===== src/rtl/multdiv_sequencer.sv =====
// Control sequencer for the multi-cycle multiply/divide unit: owns the
// operation latch and the iteration counter, and drives the shared datapath.
module multdiv_sequencer #(
  parameter int CYCLES = 32
) (
  input  logic       clock,
  input  logic       reset,
  input  logic       ctrl_MULT,
  input  logic       ctrl_DIV,
  input  logic       stall,
  output logic       op_is_div,
  output logic       load,
  output logic       step,
  output logic [4:0] iter,
  output logic       busy,
  output logic       data_ready,
  output logic       fault
);

  typedef enum logic [1:0] {
    IDLE = 2'd0,
    LOAD = 2'd1,
    RUN  = 2'd2,
    DONE = 2'd3
  } state_t;

  localparam logic [4:0] LAST = 5'(CYCLES - 1);

  state_t state;
  logic   start_ok;
  logic   start_clash;

  assign start_ok    = ctrl_MULT ^ ctrl_DIV;
  assign start_clash = ctrl_MULT & ctrl_DIV;

  // A clashing request only raises fault; it never disturbs the sequence.
  always_ff @(posedge clock) begin
    if (reset) begin
      state     <= IDLE;
      iter      <= 5'd0;
      op_is_div <= 1'b0;
      fault     <= 1'b0;
    end else begin
      fault <= start_clash;
      if (start_ok) begin
        state     <= LOAD;
        op_is_div <= ctrl_DIV;
        iter      <= 5'd0;
      end else begin
        case (state)
          IDLE: state <= IDLE;
          LOAD: begin
            state <= RUN;
            iter  <= 5'd0;
          end
          RUN: begin
            if (!stall) begin
              if (iter == LAST) state <= DONE;
              else              iter  <= iter + 5'd1;
            end
          end
          DONE:    state <= IDLE;
          default: state <= IDLE;
        endcase
      end
    end
  end

  // Moore decode; step alone also sees the live stall input.
  assign busy       = (state == LOAD) || (state == RUN);
  assign load       = (state == LOAD);
  assign step       = (state == RUN) && !stall;
  assign data_ready = (state == DONE);

endmodule


===== config.mk =====
export PLATFORM = sky130hd
export DESIGN_NAME = multdiv_sequencer
export DESIGN_NICKNAME = d
export VERILOG_FILES = /design/src/rtl/multdiv_sequencer.sv
export SDC_FILE = /design/constraint.sdc
export NUM_CORES = 1
export LEC_CHECK = 0
export ABC_AREA = 1
export CAP_MARGIN = 20
export CELL_PAD_IN_SITES_DETAIL_PLACEMENT = 0
export CELL_PAD_IN_SITES_GLOBAL_PLACEMENT = 1
export CORE_MARGIN = 2
export CORE_UTILIZATION = 30
export CTS_CLUSTER_DIAMETER = 120
export DETAILED_ROUTE_END_ITERATION = 8
export PLACE_DENSITY = 0.8
export SKIP_LAST_GASP = 1
export SYNTH_ARGS = -nofsm -noshare
export SYNTH_HDL_FRONTEND = slang
export SYNTH_SLANG_ARGS = --single-unit
export TNS_END_PERCENT = 100

===== constraint.sdc =====
create_clock -name clock -period 1.9 [get_ports clock]
set_clock_uncertainty 0.05 [all_clocks]
set_input_delay 0.38 -clock clock [delete_from_list [all_inputs] [get_ports clock]]
set_output_delay 0.38 -clock clock [all_outputs]
set_load 0.03 [all_outputs]

---- Yosys cells after proc, flatten, opt, wreduce, memory -nomap -nowiden ----
Cells that the tools add are included.
W data, S select, Z words.
storage, ports and cells
  flip-flop bits (word level) ............. 9
  bits in latches ......................... 0
  memory bits (writable) .................. 0
  bits in read-only memories .............. 0
  input bits .............................. 5
  output and inout bits ................... 11
  logic and storage cells ................. 34
  memories kept ........................... 0
cells by class
  add/subtract/negate cells ............... 1
  multiply operators ...................... 0
  div/mod/pow operators ................... 0
  order comparisons ....................... 0
  equal/unequal tests ..................... 9
  shifts and indexed selects .............. 0
  muxes and demuxes ....................... 7
  bitwise gates (word level) .............. 2
  reductions and logical operators ........ 10
operators by type and width
  operator               count
  $mux W5                2
  $pmux W5 S2            1
  $ne A2 B2 Y1 const B   3
  $ne A3 B3 Y1 const B   2
  $pmux W2 S3            1
  $add A5 B1 Y5 const B  1
  $eq A5 B5 Y1 const B   1
  $eq A2 B2 Y1 const B   2
  $mux W2                2
  $reduce_and A2 Y1      2
  $reduce_or A2 Y1       2
  $reduce_and A3 Y1      1
  $eq A2 B1 Y1 const B   1
  $logic_not A2 Y1       1
  $reduce_bool A2 Y1     1
  $and A1 B1 Y1          1
  $logic_and A1 B1 Y1    1
  $logic_not A1 Y1       1
  $logic_or A1 B1 Y1     1
  $mux W1                1
  $xor A1 B1 Y1          1

---- Logic depth before layout (Yosys ltp) ----
Gate-level depths: netlist (run 1).
  depth in word-level cells ............... 5
  mapped depth ............................ 10
  mapped depth without buffers ............ 10

---- Least setup slack after synthesis (run 1) ----
Ideal clock, no wire load.
  path type ............................... flip-flop to flip-flop
  start point ............................. reg iter[0]
  end point ............................... reg iter[3]
  setup time .............................. 0.116 ns
  arrival ................................. 1.470 ns
  data required time ...................... 1.734 ns
  path slack .............................. 0.265 ns
  stages on the path, launching flop included .. 10
  buffers on the path ..................... 0
  clock period less this slack ............ 1.635 ns
  path through ............................ dfxtp_1 ha_1 nand2_1 nor2_1 ha_1 inv_1 nand3_2 nand2_2 a21oi_1 nor2_1
on the way
  word-level cells in the longest chain between the ends .. 4
  elaborated cells between the ends (all ways) .. 7
  classes of those cells .................. 1 x add/sub; 2 x eq/ne; 3 x mux; 1 x reduce/logical
ends and longest elaborated chain
  what                      RTL line  source
  start: declaration        14        output logic [4:0] iter,
  start signal: assignment  59        else iter <= iter + 5'd1;
  $add A5 B1 Y5             59
  $mux W5                   58        if (iter == LAST) state <= DONE;
  $mux W5                   57        if (!stall) begin
  $pmux W5 S2               50        case (state)
Parallel ways exist; a longest one is shown, timed or not. The select of a mux whose other input is x is not followed.
A chain may end at the register's enable or synchronous reset.

---- Worst setup path in the final report (run 1) ----
  start point ............................. reg state[0]
  end point ............................... out step
on the way
  word-level cells in the longest chain between the ends .. 2
ends and longest elaborated chain
  what                      RTL line  source
  start: declaration        29        state_t state;
  start signal: assignment  39        state <= IDLE;
  start signal: assignment  46        state <= LOAD;
  start signal: assignment  51        IDLE: state <= IDLE;
  $eq A2 B2 Y1              72        assign step = (state == RUN) && !stall;
  $logic_and A1 B1 Y1       72
  end: declaration          13        output logic step,
Every way passes these cells.

==> results.env, run 1 <==
VDD_DROP_MAX_mV=0.4011
DETAILEDPLACEMENTHPWL_UM=812.8
DRT_PASS1_ITERATIONS=2
CRITICAL-PATH-MAX-STAGE-DELAY_NS=0.38
CTS_TREE='built'
SETUP_SLACK_NS=0.1096
CP_NUM_BUF_INV=3
POWERDENSITY_nW_PER_UM2=627.7
CTS_BUF_COUNT=3
LAYOUT.CELLS.MOST_COMMON_LIST='sky130_fd_sc_hd__nand2_1 (15), sky130_fd_sc_hd__nor2_1 (12), sky130_fd_sc_hd__inv_1 (11), sky130_fd_sc_hd__clkdlybuf4s50_1 (11), sky130_fd_sc_hd__dfxtp_1 (9)'
TIMING.HOLD.WS_NS=0.4203
SYN-NUM-NETS=82
PORTBUFFERS=15
AREA_GROWTH_SYN_TO_LAYOUT_PCT=37.90
ROUTED_WIRELENGTH_MM=1.020
YS_FF_LATCH=9
VIAS_PER_CELL=4.701
DRIVE_GT1_SHARE_PCT=15.38
CRIT_PATH_END_KIND='output port'
SLOWEST_STAGE='sky130_fd_sc_hd__dfxtp_1'
GRT_ANTENNA_BEFORE_REPAIR=0
FIN_CRIT_NS=1.790
WIRE_PER_INST_UM=9.533
FINAL.PERIOD_UTILIZATION_PCT=94.23
CLOCK-ROOT-BUFFER='sky130_fd_sc_hd__clkbuf_4'
SYNTH_CELL_TYPES=12
POST_CTS_BUFFERS=0
NETLIST.TOP_CELL.BY_AREA='sky130_fd_sc_hd__dfxtp_1'
YS_TOP_CELLS_BY_AREA='sky130_fd_sc_hd__dfxtp_1 (35%), sky130_fd_sc_hd__ha_1 (15%), sky130_fd_sc_hd__nand2_1 (11%)'
DRV_CAP=0
FIRST_GLOBAL_VIAS=469
SLEW_HEADROOM_PCT=79.52
INSERTION_DELAY_NS=0.27
TRACK_USAGE_PCT=12.74
REQUIRED_NS=1.47
DESIGN_AREA_UM2=705.7
POST_CTS.RESIZED_INSTANCES=3
GRT_REMAINING_OVERFLOW=0
CRITPATHARRIVALTIME_NS=1.36
CTS.HTREE.LEVELS=1
SYNTH.YOSYS.WARNINGS=0
FMAXACHIEVABLE_MHz=558.5
FINAL_CELL_COUNT_NO_FILL=107
TIMING.FINAL.MAX_SLEW_VIOLATIONS=0
NUM_VIAS=503
WORST-SLEW-PIN-TRANSITION_NS=0.3063
I_O_PINS=16
LAYOUT.CELLS.MOST_COMMON='sky130_fd_sc_hd__nand2_1'
CORE_REGION_AREA_UM2=1559
NUM_ANTENNA_CELLS=0
REPORTED_LEAKAGE_POWER_uW=0.0003023
CRIT_CHAIN='inv_1, ha_1, inv_2, nor2_1, buf_4'
PRE_CTS_SETUP_SLACK_NS=0.05466
CRIT_PATH_START_KIND='flop'
MAXIMUM_CLOCK_INSERTION_BUFFER_COUNT=2
GRT_START_MAX_NET_PINS=8
SYNTH_SEQUENTIAL_AREA_RATIO_PCT=35.21
SYNTH_AREA_UM2=511.7
SYN_AREA_PER_CELL_UM2=7.208
CPLARGESTDELAYFAMILY='flip-flops'
DRT_ITER0_MARKERS=7
FINALSETUPTNS_NS=0
SETUP_VIOL=0
POST-ROUTE-DRC-COUNT=0
CHIPWIDTH_UM=45.30
HOLD_CLASS='flop to flop'
CTS.SINKS=9
REPORT.FINAL.HOLD_VIOL_COUNT=0
WORST-PATH-MAX-FANOUT=7
POST_DP_CELL_AREA_UM2=686.9
PLACEMENTROWS=14
DRTANTENNAVIOLNETS=0
PLACE.GP.CONGESTION=0.7382
CTS.REPORTEDPATHS.CLKPINSLEW_NS=0.07
DESIGN.DIE.AREA_UM2=2052
OVERALL_DIE_HEIGHT_UM=45.30
PLACE.DETAILED.INSTANCES=103
STATUS='finished, final reports clean'
SYNTHDOMINANTCELLAREASHARE_PCT=35.21
GRT_FIRST_PASS_WIRELENGTH_MM=1.842
FLOORPLAN.INITIALDENSITY_PCT=32.83
RSZ0062_AT_GRT='no'
NNETSFINAL=103
CTS.HOLD.BUFFERS_ADDED=0
SYNTHCELLS=71
CRITICALPATHCATEGORY='flop to output port'
-- flip-flops by register name, summed over array words and instances (netlist names) --
register   count
op_is_div      1
fault          1
state          2
iter           5
-- through the flow --
stage               power, µW  utilization (%)
global route            465.0            45.26
floorplan               259.3                -
detailed placement      295.5            44.06
CTS                     454.7            45.51
finish                  443.0            45.26
global placement        295.4            44.06
-- kinds of logic (layout without fill, tap and decap cells) --
logic type,count (synthesis),after routing,synth area share (%)
simple gates,32,32,28.12
compound gates,12,12,13.20
buf+inv,12,32,8.801
flops,9,9,35.21
fa+ha+maj,6,6,14.67
-- layout make-up --
class | count | area [µm²]
Multi-Input combinational cell | 50 | 286.5
Fill cell | 176 | 853.3
Tap cell | 16 | 20.02
Sequential cell | 9 | 180.2
Clock buffer | 4 | 26.28
Timing Repair Buffer | 16 | 147.6
Inverter | 12 | 45.04
-- cells in the mapped netlist (all sizes together) --
master	count
o21ai	3
ha	6
nand2	17
nor2	12
a21oi	9
nand3	3
dfxtp	9
inv	12
-- metal layers --
metal	global-route usage (%)	part of all wire [%]	vias up
met5	0	0	-
met4	10.59	3.3	0
met3	2.400	4.8	4
met2	20.29	46	12
met1	14.56	46	227
li1	-	-	260
-- report_power, final --
part / switching, µW / internal [µW]
Sequential: 4.09 / 194
Clock: 76.4 / 81.2
Combinational: 53.1 / 34.0
Total: 134 / 309
-- final timing paths --
path	from	endpoint	slack, ns	cells after the start
hold / removal	op_is_div$_SDFFE_PP0P_	op_is_div$_SDFFE_PP0P_	0.42	2
setup reg to reg	iter[0]$_SDFFE_PP0P_	iter[3]$_SDFFE_PP0P_	0.37	9
setup / recovery	state[0]$_SDFFE_PP0P_	step	0.11	5
hold reg to reg	op_is_div$_SDFFE_PP0P_	op_is_div$_SDFFE_PP0P_	0.42	2
-- worst min-delay path, delay by kind of cell, from the launching register on --
| family | cells | cell delay, ns |
|---|---|---|
| flops | 1 | 0.31 |
| simple gates | 1 | 0.06 |
| compound gates | 1 | 0.05 |
Power figures use the tool's default switching activity.
==> inputs of run 2 (changes only) <==
Settings changed: RECOVER_POWER from default to 50.
==> run 2 against run 1 <==
Net effect:
- sequential power hardly changed
- critical path type unchanged
- count of clock-buffer cells in the layout stayed put
- setup slack better by 0.0059 ns
- critical endpoint is now iter[0]
- highest routed layer unchanged
==> results.env, run 2 (synthesis results as in run 1) <==
GRT_START_MAX_NET_PINS=8  # unchanged
GLOBALROUTEMET1UTIL_PCT=14.56  # unchanged
WIRE_PER_INST_UM=9.551  # +0.20%
DRT_ITER0_MARKERS=4  # -3
CRITICALPATHCATEGORY='flop to output port'
CRIT_PATH_END_KIND='output port'
CHIPWIDTH_UM=45.30  # unchanged
SLOWEST_STAGE='sky130_fd_sc_hd__clkdlybuf4s50_1'
TIMING.FINAL.MAX_SLEW_VIOLATIONS=0  # unchanged
CLOCK-ROOT-BUFFER='sky130_fd_sc_hd__clkbuf_4'
GRT.MET3_USAGE_PCT=2.400  # unchanged
LAUNCH_INSTANCE_OF_THE_WORST_MIN_DELAY_PATH='op_is_div$_SDFFE_PP0P_'
DRT_PASS1_ITERATIONS=2  # unchanged
NUM_VIAS=502  # -0.20%
POST-ROUTE-DRC-COUNT=0  # unchanged
REG2REG_DEPTH=9  # unchanged
CRITPATHCAPTURE='iter[0]'
DETAILEDPLACEMENTHPWL_UM=812.8  # unchanged
ROUTED_WIRELENGTH_MM=1.022  # +0.20%
REG2REG_TO='iter[3]$_SDFFE_PP0P_'
I_O_PINS=16  # unchanged
PRE_CTS_SETUP_SLACK_NS=0.05466  # unchanged
CTS.REPORTEDPATHS.CLKPINSLEW_NS=0.06  # about the same
TIMING.HOLD.WS_NS=0.4203  # -0.000004000 ns
VDD_DROP_MAX_mV=0.4002  # -0.22%
CTS_BUF_COUNT=3  # unchanged
FLOORPLAN.INITIALDENSITY_PCT=32.83  # unchanged
CP_NUM_BUF_INV=1  # -2
LAYOUT.CELLS.MOST_COMMON='sky130_fd_sc_hd__nand2_1'
POWERDENSITY_nW_PER_UM2=631.3  # +0.58%
GRT.BUSIEST_LAYER='met2'
SLEW_HEADROOM_PCT=79.32  # -0.19 points
CTS.SINKS=9  # unchanged
REG_TOP3='iter (5), state (2)'
TRACK_USAGE_PCT=12.74  # unchanged
CP_NUM_CELLS=1  # -4
PLACE.GP.CONGESTION=0.7382  # unchanged
NUM_ANTENNA_CELLS=0  # unchanged
REPORT.FINAL.HOLD_VIOL_COUNT=0  # unchanged
DRV_CAP=0  # unchanged
GRT_REMAINING_OVERFLOW=0  # unchanged
REPORTED_LEAKAGE_POWER_uW=0.0003053  # +1.0%
FIRST_GLOBAL_VIAS=469  # unchanged
P_COMB_SHARE_PCT=19.3  # -0.4 points
CRITICAL-PATH-MAX-STAGE-DELAY_NS=0.70  # +0.32 ns
RSZ0062_AT_GRT='no'
FINALSETUPTNS_NS=0  # unchanged
NNETSFINAL=103  # unchanged
SETUP.WORST_PATH.START='iter[0]$_SDFFE_PP0P_'
DRIVE_GT1_SHARE_PCT=13.19  # -2.2 points
CORE_REGION_AREA_UM2=1559  # unchanged
CRIT_PATH_START_KIND='flop'
PLACEMENTROWS=14  # unchanged
STATUS='finished, final reports clean'
GRT_ANTENNA_BEFORE_REPAIR=0  # unchanged
MAX_FLOP_REGISTER='iter'
SETUP_VIOL=0  # unchanged
WORST-SLEW-PIN-TRANSITION_NS=0.3092  # +0.002857 ns
REG_TO_REG_CRITICAL_PATH_STARTPOINT='iter[0]$_SDFFE_PP0P_'
REQUIRED_NS=1.47  # about the same
CLKPWRFRAC_PCT=35.8  # +0.2 points
SETUP_SLACK_NS=0.1155  # +0.005944 ns
OVERALL_DIE_HEIGHT_UM=45.30  # unchanged
NETSWITCHINGFRACTION_PCT=30.13  # about the same
GRT_FIRST_PASS_WIRELENGTH_MM=1.842  # unchanged
CPLARGESTDELAYFAMILY='buffers and inverters'
PWR-SHARE-SEQ_PCT=45.0  # +0.2 points
LAYOUT.CELLS.MOST_COMMON_LIST='sky130_fd_sc_hd__nand2_1 (16), sky130_fd_sc_hd__nor2_1 (12), sky130_fd_sc_hd__inv_1 (11)'
WORST-PATH-MAX-FANOUT=5  # -2
AREA_GROWTH_SYN_TO_LAYOUT_PCT=36.43
INSERTION_DELAY_NS=0.27  # about the same
FIN_CRIT_NS=1.784  # -0.005944 ns
SWITCHINGPOWER_uW=132.8  # -0.57%
FILLERINSTANCES=178  # +1.1%
DESIGN.DIE.AREA_UM2=2052  # unchanged
CRITPATHARRIVALTIME_NS=1.35  # about the same
CTS.HTREE.LEVELS=1  # unchanged
GRT_USE_MET2_PCT=20.29  # unchanged
PORTBUFFERS=15  # unchanged
CTS_TREE='built'
HOLD_CLASS='flop to flop'
VIAS_PER_CELL=4.692  # -0.20%
DRTANTENNAVIOLNETS=0  # unchanged
MAXIMUM_CLOCK_INSERTION_BUFFER_COUNT=2  # unchanged
FMAXACHIEVABLE_MHz=560.4  # +0.33%
SETUP.REG_TO_REG.WORST_SLACK_NS=0.26  # -0.11 ns
LARGEST_REG_FLOPS=5  # unchanged
POWER.INTERNAL_uW=308.0  # -0.46%
CRIT_CHAIN='clkdlybuf4s50_1'
FINAL.PERIOD_UTILIZATION_PCT=93.92  # -0.31 points
## run 2: cell count changes in the layout (fill, tap and decap cells not counted), sizes merged
cell	delta
clkdlybuf4s50	-2
dlygate4sd3	+2
## run 2: layout make-up
class | count | area, µm² | share of cell area (%)
multi-input combinational | 50 | 279.0 | 39.96
sequential | 9 | 180.2 | 25.81
timing repair buffer | 16 | 147.6 | 21.15
inverter | 12 | 45.04 | 6.452
clock buffer | 4 | 26.28 | 3.763
tap | 16 | 20.02 | 2.867
## run 2: per-stage QoR
| stage | instances | area [µm²] | utilization, % | total power [µW] |
|---|---|---|---|---|
| after detailed placement | 103 | 686.9 | 44.06 | 295.5 |
| after CTS | 107 | 709.4 | 45.51 | 454.7 |
| final | 107 | 698.2 | 44.78 | 440.8 |
| after global placement | 103 | 686.9 | 44.06 | 295.4 |
| after floorplan | 71 | 511.7 | - | 259.3 |
| after global routing | 107 | 698.2 | 44.78 | 462.8 |
## run 2: worst min-delay path by stage
stage | end | cells past startpoint | slack [ns]
after CTS | op_is_div$_SDFFE_PP0P_ | 2 | 0.43
after global routing | op_is_div$_SDFFE_PP0P_ | 2 | 0.45
after global placement | op_is_div$_SDFFE_PP0P_ | 2 | 0.40
final | op_is_div$_SDFFE_PP0P_ | 2 | 0.42
after floorplan | op_is_div$_SDFFE_PP0P_ | 1 | 0.40
after detailed placement | op_is_div$_SDFFE_PP0P_ | 2 | 0.42
## run 2: metal layers
layer	up-vias	wire length, µm
met5	-	0
met3	4	49
li1	261	-
met2	12	465
met4	0	34
met1	225	472
## run 2: timing repair
item	4_1_cts	5_1_grt
buffers inserted	0	0
resized for setup	3	2
cloned	0	0
endpoints found under the setup margin	3	1
hold buffers	0	0
## run 2: power groups by stage
stage               clock (µW)  combinational [µW]  sequential [µW]
CTS                        167                89.4              198
detailed placement           0                92.7              203
global placement             0                93.0              202
finish                     158                84.9              198
floorplan                    0                52.1              207
global route               167                96.5              199
==> inputs of run 3 (changes only) <==
Settings changed: CTS_BUF_LIST from default to sky130_fd_sc_hd__clkbuf_8 sky130_fd_sc_hd__clkbuf_16.
==> run 3 against run 2 <==
Net effect:
- cell count did not move
- via count rose by 0.60%
- first-iteration DRC count did not move
- combinational power rose by 0.8%
- critical endpoint is now busy
- largest cell class unchanged
- highest routed layer unchanged
==> results.env, run 3 (synthesis results as in run 1) <==
MAX_FLOP_REGISTER='iter'
PRE_CTS_SETUP_SLACK_NS=0.05466  # unchanged
PORTBUFFERS=15  # unchanged
OVERALL_DIE_HEIGHT_UM=45.30  # unchanged
WIRE_PER_INST_UM=9.589  # +0.39%
DRIVE_GT1_SHARE_PCT=12.09  # -1.1 points
FIN_CRIT_NS=1.796  # +0.01165 ns
LARGEST_REG_FLOPS=5  # unchanged
DESIGN.DIE.AREA_UM2=2052  # unchanged
POST-ROUTE-DRC-COUNT=0  # unchanged
INSERTION_DELAY_NS=0.24  # -0.03 ns
CTS.SINKS=9  # unchanged
FMAXACHIEVABLE_MHz=556.7  # -0.65%
POST_CTS_BUFFERS=0  # unchanged
PLACE.DETAILED.INSTANCES=103  # unchanged
NUM_ANTENNA_CELLS=0  # unchanged
DRTANTENNAVIOLNETS=0  # unchanged
REG_TOP3='iter (5), state (2)'
I_O_PINS=16  # unchanged
AREA_GROWTH_SYN_TO_LAYOUT_PCT=40.10
GRT_START_MAX_NET_PINS=8  # unchanged
SETUP_VIOL=0  # unchanged
ROUTED_WIRELENGTH_MM=1.026  # +0.39%
DRV_CAP=0  # unchanged
NUM_VIAS=505  # +0.60%
POWERDENSITY_nW_PER_UM2=710.8  # +13%
TIMING.HOLD.WS_NS=0.4155  # -0.004737 ns
FINAL.PERIOD_UTILIZATION_PCT=94.53  # +0.61 points
LAYOUT.CELLS.MOST_COMMON='sky130_fd_sc_hd__nand2_1'
PLACE.GP.CONGESTION=0.7382  # unchanged
HOLD_CLASS='flop to flop'
DESIGN_AREA_UM2=716.9  # +2.7%
CTS_BUF_COUNT=3  # unchanged
PLACEMENTROWS=14  # unchanged
WORST-PATH-MAX-FANOUT=4  # -1
FIRST_GLOBAL_VIAS=477  # +1.7%
DETAILEDPLACEMENTHPWL_UM=812.8  # unchanged
WORST-SLEW-PIN-TRANSITION_NS=0.3594  # +0.05025 ns
STATUS='finished, final reports clean'
GRT_FIRST_PASS_WIRELENGTH_MM=1.876  # +1.8%
HOLD_PATH_DEPTH=2  # unchanged
DRT_PASS1_ITERATIONS=2  # unchanged
GRT_REMAINING_OVERFLOW=0  # unchanged
SETUP_SLACK_NS=0.1039  # -0.01165 ns
NNETSFINAL=103  # unchanged
MULTI_INPUT_AREA_UM2=279.0  # unchanged
SLEW_HEADROOM_PCT=76.14  # -3.2 points
REG2REG_DEPTH=9  # unchanged
CRIT_PATH_END_KIND='output port'
FINAL_CELL_COUNT_NO_FILL=107  # unchanged
REQUIRED_NS=1.47  # about the same
CRIT_PATH_START_KIND='flop'
TIMING.FINAL.MAX_SLEW_VIOLATIONS=0  # unchanged
CHIPWIDTH_UM=45.30  # unchanged
CRITPATHARRIVALTIME_NS=1.37  # +0.02 ns
VDD_DROP_MAX_mV=0.4864  # +22%
CTS.REPORTEDPATHS.CLKPINSLEW_NS=0.05  # about the same
CTS.HTREE.LEVELS=1  # unchanged
VIAS_PER_CELL=4.720  # +0.60%
POST_DP_CELL_AREA_UM2=686.9  # unchanged
FLOORPLAN.INITIALDENSITY_PCT=32.83  # unchanged
FILLERINSTANCES=176  # -1.1%
LAYOUT.CELLS.MOST_COMMON_LIST='sky130_fd_sc_hd__nand2_1 (16), sky130_fd_sc_hd__inv_1 (12), sky130_fd_sc_hd__nor2_1 (12)'
REPORT.FINAL.HOLD_VIOL_COUNT=0  # unchanged
CORE_REGION_AREA_UM2=1559  # unchanged
GRT_ANTENNA_BEFORE_REPAIR=0  # unchanged
CTS.HOLD.BUFFERS_ADDED=0  # unchanged
RSZ0062_AT_GRT='no'
MAXIMUM_CLOCK_INSERTION_BUFFER_COUNT=2  # unchanged
FINALSETUPTNS_NS=0  # unchanged
REPORTED_LEAKAGE_POWER_uW=0.0003130  # +2.5%
TRACK_USAGE_PCT=13.15  # +0.41 points
CRITICALPATHCATEGORY='flop to output port'
STORAGE_CELL_AREA_UM2=180.2  # unchanged
DRT_ITER0_MARKERS=4  # unchanged
CTS_TREE='built'
CLOCK-ROOT-BUFFER='sky130_fd_sc_hd__clkbuf_8'
POST_CTS.RESIZED_INSTANCES=2  # -1
==> run 3: cell count changes in the layout (fill, tap and decap cells not counted), sizes merged <==
cell,delta
inv,+1
dlygate4sd2,-1
clkdlybuf4s15,+1
dlygate4sd3,+1
clkdlybuf4s50,-1
clkbuf,-1
==> run 3: cell type report <==
class                           instances  share of cell area [%]
Inverter                               12                   6.283
Sequential cell                         9                   25.13
Clock buffer                            3                   5.759
Multi-Input combinational cell         50                   38.92
Clock inverter                          1                  0.5236
Timing Repair Buffer                   16                   20.59
Tap cell                               16                   2.792
==> run 3: power breakdown <==
part	leakage, µW	total, µW	switching, µW	internal (µW)
Sequential	0.0000732	199	4.00	195
Clock	0.0000269	225	83.7	141
Combinational	0.000213	85.6	52.4	33.2
Total	0.000313	510	140	370
==> run 3: per-stage QoR <==
| step | power (µW) | util [%] |
|---|---|---|
| floorplan | 259.3 | - |
| global placement | 295.4 | 44.06 |
| detailed placement | 295.5 | 44.06 |
| global route | 536.3 | 45.99 |
| CTS | 521.6 | 46.79 |
| finish | 509.6 | 45.99 |
==> run 3: final timing paths <==
kind	from	to	slack [ns]
setup reg to reg	iter[0]$_SDFFE_PP0P_	iter[3]$_SDFFE_PP0P_	0.26
setup / recovery	state[0]$_SDFFE_PP0P_	busy	0.10
hold / removal	op_is_div$_SDFFE_PP0P_	op_is_div$_SDFFE_PP0P_	0.42
hold reg to reg	op_is_div$_SDFFE_PP0P_	op_is_div$_SDFFE_PP0P_	0.42
==> run 3: worst max-delay path, stage by stage, from the launching register on <==
cell	delay [ns]
sky130_fd_sc_hd__dfxtp_1	0.37
sky130_fd_sc_hd__inv_1	0.06
sky130_fd_sc_hd__ha_1	0.28
sky130_fd_sc_hd__inv_1	0.06
sky130_fd_sc_hd__clkdlybuf4s15_1	0.36
==> run 3: routing by layer <==
layer | GRT usage, % | vias to the layer above | part of all wire [%]
met3 | 3.600 | 5 | 5.4
met5 | 0 | - | 0
met1 | 15.05 | 226 | 46
li1 | - | 261 | -
met2 | 20.29 | 13 | 45
met4 | 10.59 | 0 | 3.7
